`src/rtl/inst_fetch_rom.sv`:
```
// Parametrised instruction ROM with a valid/ready fetch port, a 2-entry output buffer, relocation and fault reporting.
// Optional build macro INST_FETCH_ROM_BYTESWAP_EN byte-reverses every returned word (including NOP_WORD).
module inst_fetch_rom #(
  parameter int          ADDR_WIDTH  = 8,
  parameter int          DATA_WIDTH  = 32,
  parameter int          FETCH_WORDS = 1,
  parameter logic [31:0] BASE_ADDR   = 32'h00000000,
  parameter logic [31:0] NOP_WORD    = 32'h00000000,
  // Program image as a packed vector, ROM word 0 in the least significant DATA_WIDTH bits.
  parameter logic [(2**ADDR_WIDTH)*DATA_WIDTH-1:0] INIT_PROGRAM = '0
) (
  input  logic                            clock,
  input  logic                            reset,
  input  logic                            req_valid,
  output logic                            req_ready,
  input  logic [31:0]                     req_addr,
  input  logic                            flush,
  output logic                            rsp_valid,
  input  logic                            rsp_ready,
  output logic [FETCH_WORDS*DATA_WIDTH-1:0] rsp_data,
  output logic [31:0]                     rsp_addr,
  output logic                            rsp_fault
);

  localparam int          BPW        = DATA_WIDTH / 8;
  localparam int          BYTE_SHIFT = (BPW > 1) ? $clog2(BPW) : 0;
  localparam int          RSP_WIDTH  = FETCH_WORDS * DATA_WIDTH;
  localparam logic [31:0] ALIGN_MASK = 32'(BPW - 1);
  localparam logic [32:0] ROM_DEPTH  = 33'd1 << ADDR_WIDTH;

  function automatic logic [DATA_WIDTH-1:0] fit_nop();
    logic [DATA_WIDTH-1:0] r;
    r = '0;
    for (int b = 0; b < DATA_WIDTH; b++) begin
      if (b < 32) begin
        r[b] = NOP_WORD[b];
      end else begin
        r[b] = 1'b0;
      end
    end
    return r;
  endfunction

  localparam logic [DATA_WIDTH-1:0] NOP_FIT = fit_nop();

  function automatic logic [DATA_WIDTH-1:0] rom_read(input logic [ADDR_WIDTH-1:0] idx);
    return INIT_PROGRAM[int'(idx) * DATA_WIDTH +: DATA_WIDTH];
  endfunction

`ifdef INST_FETCH_ROM_BYTESWAP_EN
  function automatic logic [DATA_WIDTH-1:0] byte_swap(input logic [DATA_WIDTH-1:0] w);
    logic [DATA_WIDTH-1:0] r;
    r = '0;
    for (int j = 0; j < BPW; j++) begin
      r[j*8 +: 8] = w[(BPW-1-j)*8 +: 8];
    end
    return r;
  endfunction
`endif

  logic                  out_valid_r;
  logic [RSP_WIDTH-1:0]  out_data_r;
  logic [31:0]           out_addr_r;
  logic                  out_fault_r;
  logic                  skd_valid_r;
  logic [RSP_WIDTH-1:0]  skd_data_r;
  logic [31:0]           skd_addr_r;
  logic                  skd_fault_r;

  logic                  accept_s;
  logic                  out_free_s;
  logic [31:0]           offset_s;
  logic [31:0]           word_idx_s;
  logic                  misaligned_s;
  logic [32:0]           word_k_s [FETCH_WORDS];
  logic [DATA_WIDTH-1:0] lane_s   [FETCH_WORDS];
  logic [RSP_WIDTH-1:0]  new_data_s;
  logic                  new_fault_s;

  // Ready depends only on state and reset, never on req_valid.
  assign req_ready  = reset && !skd_valid_r;
  assign accept_s   = req_valid && req_ready;
  assign out_free_s = !out_valid_r || rsp_ready;

  assign rsp_valid = out_valid_r;
  assign rsp_data  = out_data_r;
  assign rsp_addr  = out_addr_r;
  assign rsp_fault = out_fault_r;

  // Address decode and ROM read; index arithmetic is 33 bits so i+k never wraps into range.
  always_comb begin
    offset_s     = req_addr - BASE_ADDR;
    word_idx_s   = offset_s >> BYTE_SHIFT;
    misaligned_s = (req_addr & ALIGN_MASK) != 32'd0;
    new_fault_s  = misaligned_s;
    new_data_s   = '0;
    for (int k = 0; k < FETCH_WORDS; k++) begin
      word_k_s[k] = {1'b0, word_idx_s} + 33'(k);
      if (misaligned_s || (word_k_s[k] >= ROM_DEPTH)) begin
        lane_s[k]   = NOP_FIT;
        new_fault_s = 1'b1;
      end else begin
        lane_s[k]   = rom_read(word_k_s[k][ADDR_WIDTH-1:0]);
      end
`ifdef INST_FETCH_ROM_BYTESWAP_EN
      new_data_s[k*DATA_WIDTH +: DATA_WIDTH] = byte_swap(lane_s[k]);
`else
      new_data_s[k*DATA_WIDTH +: DATA_WIDTH] = lane_s[k];
`endif
    end
  end

  // Output/skid buffer: flush drops both entries but keeps a request accepted on the same edge.
  always_ff @(posedge clock or negedge reset) begin
    if (!reset) begin
      out_valid_r <= 1'b0;
      out_data_r  <= '0;
      out_addr_r  <= 32'd0;
      out_fault_r <= 1'b0;
      skd_valid_r <= 1'b0;
      skd_data_r  <= '0;
      skd_addr_r  <= 32'd0;
      skd_fault_r <= 1'b0;
    end else if (flush) begin
      skd_valid_r <= 1'b0;
      out_valid_r <= accept_s;
      if (accept_s) begin
        out_data_r  <= new_data_s;
        out_addr_r  <= req_addr;
        out_fault_r <= new_fault_s;
      end
    end else if (out_free_s) begin
      if (skd_valid_r) begin
        out_valid_r <= 1'b1;
        out_data_r  <= skd_data_r;
        out_addr_r  <= skd_addr_r;
        out_fault_r <= skd_fault_r;
        skd_valid_r <= accept_s;
        if (accept_s) begin
          skd_data_r  <= new_data_s;
          skd_addr_r  <= req_addr;
          skd_fault_r <= new_fault_s;
        end
      end else if (accept_s) begin
        out_valid_r <= 1'b1;
        out_data_r  <= new_data_s;
        out_addr_r  <= req_addr;
        out_fault_r <= new_fault_s;
      end else begin
        out_valid_r <= 1'b0;
      end
    end else if (accept_s) begin
      skd_valid_r <= 1'b1;
      skd_data_r  <= new_data_s;
      skd_addr_r  <= req_addr;
      skd_fault_r <= new_fault_s;
    end
  end

endmodule
```
`config.mk`:
```
export PLATFORM = sky130hd
export DESIGN_NAME = inst_fetch_rom
export DESIGN_NICKNAME = d
export VERILOG_FILES = /design/src/rtl/inst_fetch_rom.sv
export SDC_FILE = /design/constraint.sdc
export NUM_CORES = 1
export LEC_CHECK = 0
export BUFFER_PORTS_ARGS = -buffer_cell sky130_fd_sc_hd__clkbuf_2
export CORE_MARGIN = 2
export CORE_UTILIZATION = 45
export CTS_CLUSTER_SIZE = 12
export DETAILED_ROUTE_END_ITERATION = 10
export PLACE_DENSITY = 0.7
export SYNTH_ARGS = -nofsm -noshare
export SYNTH_HDL_FRONTEND = slang
export SYNTH_SLANG_ARGS = --single-unit
```
`constraint.sdc`:
```
create_clock -name clock -period 1.72 [get_ports clock]
set_clock_uncertainty 0.05 [all_clocks]
set_input_delay 0.344 -clock clock [delete_from_list [all_inputs] [get_ports clock]]
set_output_delay 0.344 -clock clock [all_outputs]
set_load 0.03 [all_outputs]
```
-- Yosys cells after proc, flatten, opt, wreduce, memory -nomap -nowiden
Cells that the tools add are included.
- $add $sub $neg: 0
- multipliers: 0
- divide/modulo/power cells: 0
- $lt $le $gt $ge: 1
- eq/ne operators: 1
- shift operators: 1
- multiplexer cells: 31
- bitwise operators: 1
- reduce and logical (&&, ||, !) cells: 10
- operator list (operator ; number):
    $shiftx 8192x14->32 const A ; 1
    $mux 32 ; 15
    $reduce_bool 32->1 ; 1
    $ge 30x9->1 const B ; 1
    $mux 1 ; 16
    $reduce_bool 3->1 ; 1
    $logic_and 1x1->1 ; 2
    $logic_not 1->1 ; 2
    $logic_or 1x1->1 ; 2
    $ne 2x2->1 const B ; 1
    $reduce_and 2->1 ; 1
    $reduce_bool 2->1 ; 1
    $not 1->1 ; 1
- flip-flop bits (word level): 132
- latch bits: 0
- bits in writable memories: 0
- bits in read-only memories: 0
- input port bits: 37
- logic and storage cells: 53
- memories kept: 0

-- Depth between registers and ports, before layout
- depth after elaboration: 7
- gate-level depth with buffers: 7
- gate-level depth less buffers: 4

-- Worst setup path after synthesis
Ideal clock, no wire load.
- path kind: register to register
- start: register skd_valid_r
- end: register skd_addr_r[0]
- data arrival time: 1.647 ns
- data required time: 1.545 ns
- slack: -0.102 ns
- cell stages (with the launch flop): 5
- path buffers: 1
- cell sequence: dfrtp_1 > nor2b_1 > nand3_4 > buf_6 > mux2_4
- word-level cells in the longest chain between the ends: 6
- elaborated cells between the ends (all ways): 8
- classes of those cells: 1 x eq/ne; 3 x mux; 4 x reduce/logical
- ends and longest elaborated chain (item ; RTL line ; RTL):
    start: declaration ; 65 ; logic skd_valid_r;
    start signal: assignment ; 138 ; skd_valid_r <= accept_s;
    $logic_not 1->1 * ; 81 ; assign req_ready = reset && !skd_valid_r;
    $logic_and 1x1->1 * ; 81 ;
    net req_ready ; 15 ; output logic req_ready,
    $logic_and 1x1->1 * ; 82 ; assign accept_s = req_valid && req_ready;
    $mux 32 * ; n/a ;
    $mux 32 ; n/a ;
    $mux 32 * ; n/a ;
    end signal: assignment ; 141 ; skd_addr_r <= req_addr;
    end signal: assignment ; 155 ; skd_addr_r <= req_addr;
    end: declaration ; 67 ; logic [31:0] skd_addr_r;
Mark *: on every way through the listed nets, which the timed path passes. The rest lies on a longest branch. The select of a mux whose other input is x is not followed.
A chain may end at the register's enable or synchronous reset.

-- Final worst setup path
- start: register skd_valid_r
- end: output port req_ready
- word-level cells in the longest chain between the ends: 2
- ends and longest elaborated chain (item ; RTL line):
    $logic_not 1->1 ; 81
    $logic_and 1x1->1 ; 81
    end: declaration ; 15
No other way between the ends.

==> metrics.txt <==
worst stage delay on the critical path=410 ps; Setup crit end kind=primary output; final setup fails=0; final core occ=0.5555; minimum clock period=1577 ps; wire per inst=16.22 um; Ys Warns=0; worst skew pair latency=350 ps; setup bufs post-CTS=0; total negative slack=0 ps; top cell family by delay on the critical path=flip-flops; status=finished with violations; Post-synth EDFFs=0; Final Max Slew Viols=0; fraction of registers with async set/reset=1.000; # resized after CTS=0; worst reg2reg startpoint=rsp_valid; main flop type after synthesis=dfrtp_1; row cnt=34; worst setup margin=142.5 ps; Chip Width=97.69 um; area grow syn2layout=21.44%; Final Cell Area=0.004797 mm2; GRT Total Usage=0.1851; worst-path fanout max=3; drt total wl=8433 um; initial core utilization=0.4574; DRC viols=0; FF+latch count, synth=100; largest net degree at the start of global routing=101; core area=0.008636 mm2; synthesized instance count=305; Reg clk slew, reported paths=100 ps; Crit Path Class=register to primary output; Stages on worst setup path=2; Initial DRC Count=146; hpwl dp=5592 um; setup slack at placement=150.4 ps; Worst slew margin=0.5327; placed cell area=0.004613 mm2; CP bufs+invs=1; Final ANT Viol Nets=0; first-pass GRT wire length=14100 um; routed vias=2765; Syn Nets=342; H-tree Lvls=3; Clock Root Buffer=clkbuf_8; Tightest Hold Check Type=input pin to asynchronous set/reset pin; Crit-path slowest cell=dfrtp_1; Hold Vio Cnt, Final=10; share of cells above drive strength 1=0.4029; CTS buffer count=9; CP cell instances=nor2b_2 > clkbuf_2; Fmax achieved=633.9 MHz; Distinct cells, synth=24; fin crit share=0.9171; Critical Path RT=1330 ps; Filler cells=738; Least-Margin Pin Slew=700.9 ps; maximum clock path buffer count=2; CTS Hold Bufs=0; startpoint types=register; Mean Syn Cell Area=12.95 um2; CP Launch Point=skd_valid_r; I/O pin total=104; failing checks=hold timing; drt pass-1 iters=4; RSZ-0062 raised after global routing=false; VDD IR max=0.0005281 V; diodes inserted=0; initial antenna violation count=0; Min Hold Slack=-17.95 ps; fin nets=444; Final GP Congestion=0.7594; Worst Path Arrival=1180 ps; clk sinks=100; Power Dens Cells=1102 mW/mm2; CTS tree=built; Die ar.=0.009543 mm2; sequential area share after synthesis=0.6335; Synth Cell Area=0.003950 mm2; R2R cell count=5; DIE HEIGHT=97.69 um; IO buf count=103; GRT overflow=0; total of max-cap violations=0; number of global-route vias before repair=2748; routed vias/inst=5.317; leakage=2.452 nW
[power breakdown]
part | internal, W | switching [W]
Sequential | 0.00266 | 0.000185
Clock | 0.000588 | 0.000812
Combinational | 0.000452 | 0.000585
[final timing paths]
| kind | to | slack [ps] |
|---|---|---|
| setup reg to reg | rsp_data[5] | 210 |
| hold reg to reg | rsp_data[16] | 460 |
| hold / removal | rsp_addr[17] | -20 |
| max in group asynchronous | skd_addr_r[11] | 1200 |
| min in group clock | skd_addr_r[7] | 190 |
| setup / recovery | req_ready | 140 |
[synth_stat cells, types with 2 or more instances]
| master | number | area [um2] |
|---|---|---|
| mux2_2 | 5 | 56.30 |
| nand2b_1 | 2 | 12.51 |
| buf_4 | 5 | 37.54 |
| o21ai_0 | 2 | 10.01 |
| nor2b_1 | 31 | 193.9 |
| clkbuf_1 | 10 | 37.54 |
| nand2_1 | 2 | 7.510 |
| o22ai_1 | 32 | 200.2 |
| and2b_1 | 2 | 15.01 |
| nor2_1 | 34 | 127.6 |
| a21oi_2 | 2 | 17.52 |
| buf_2 | 2 | 10.01 |
| a21oi_1 | 32 | 160.2 |
| nor4_1 | 6 | 37.54 |
| dfrtp_1 | 100 | 2502 |
| mux2_4 | 27 | 405.4 |
| buf_6 | 4 | 45.04 |
[flip-flops by register name, summed over array words and instances, names as in the netlist]
signal	cells
rsp_addr	32
rsp_data	32
rsp_fault	1
rsp_valid	1
skd_addr_r	32
skd_fault_r	1
skd_valid_r	1
[layout make-up]
class / instances / area [um2] / area share
sequential: 100 / 2502 / 0.5216
multi-input combinational: 184 / 1328 / 0.2767
timing repair buffer: 112 / 648.1 / 0.1351
clock buffer: 11 / 141.4 / 0.02947
tap: 108 / 135.1 / 0.02817
clock inverter: 5 / 42.54 / 0.008868
[routing by layer]
layer	wire, um	global-route usage
met1	3979	0.2760
met2	3886	0.2621
met3	438	0.04532
met4	129	0.07158
met5	0	0
[metrics by stage]
stage               cells  power [W]
finish                520   0.005284
global route          520   0.005555
CTS                   520   0.005338
detailed placement    504   0.003929
global placement      504   0.003894
floorplan             305   0.003561
[cell usage in the layout (no fill, tap or decap), types with 2 or more instances in the layout]
cell type  netlist  routed
o21ai_0          2       2
nand2_1          2       2
and2b_1          2       2
a21oi_1         32      32
buf_12           0       5
mux2_4          27      27
nor2_1          34      34
buf_4            5       5
dfrtp_1        100     100
nand2b_1         2       2
nor4_1           6       6
mux2_2           5       5
clkbuf_2         0     102
clkbuf_8         0      10
inv_6            0       2
o22ai_1         32      32
nor2b_1         31      30
[logic make-up (layout without fill, tap and decap cells)]
logic type | Yosys count | in the layout | share of synthesized area
muxes | 32 | 32 | 0.1169
AOI/OAI and AO/OA | 69 | 69 | 0.1004
and+or+nand+nor | 83 | 83 | 0.1163
DFF | 100 | 100 | 0.6335
buffers and inverters | 21 | 128 | 0.03294
Note: power is estimated with default switching activity, not from simulation.
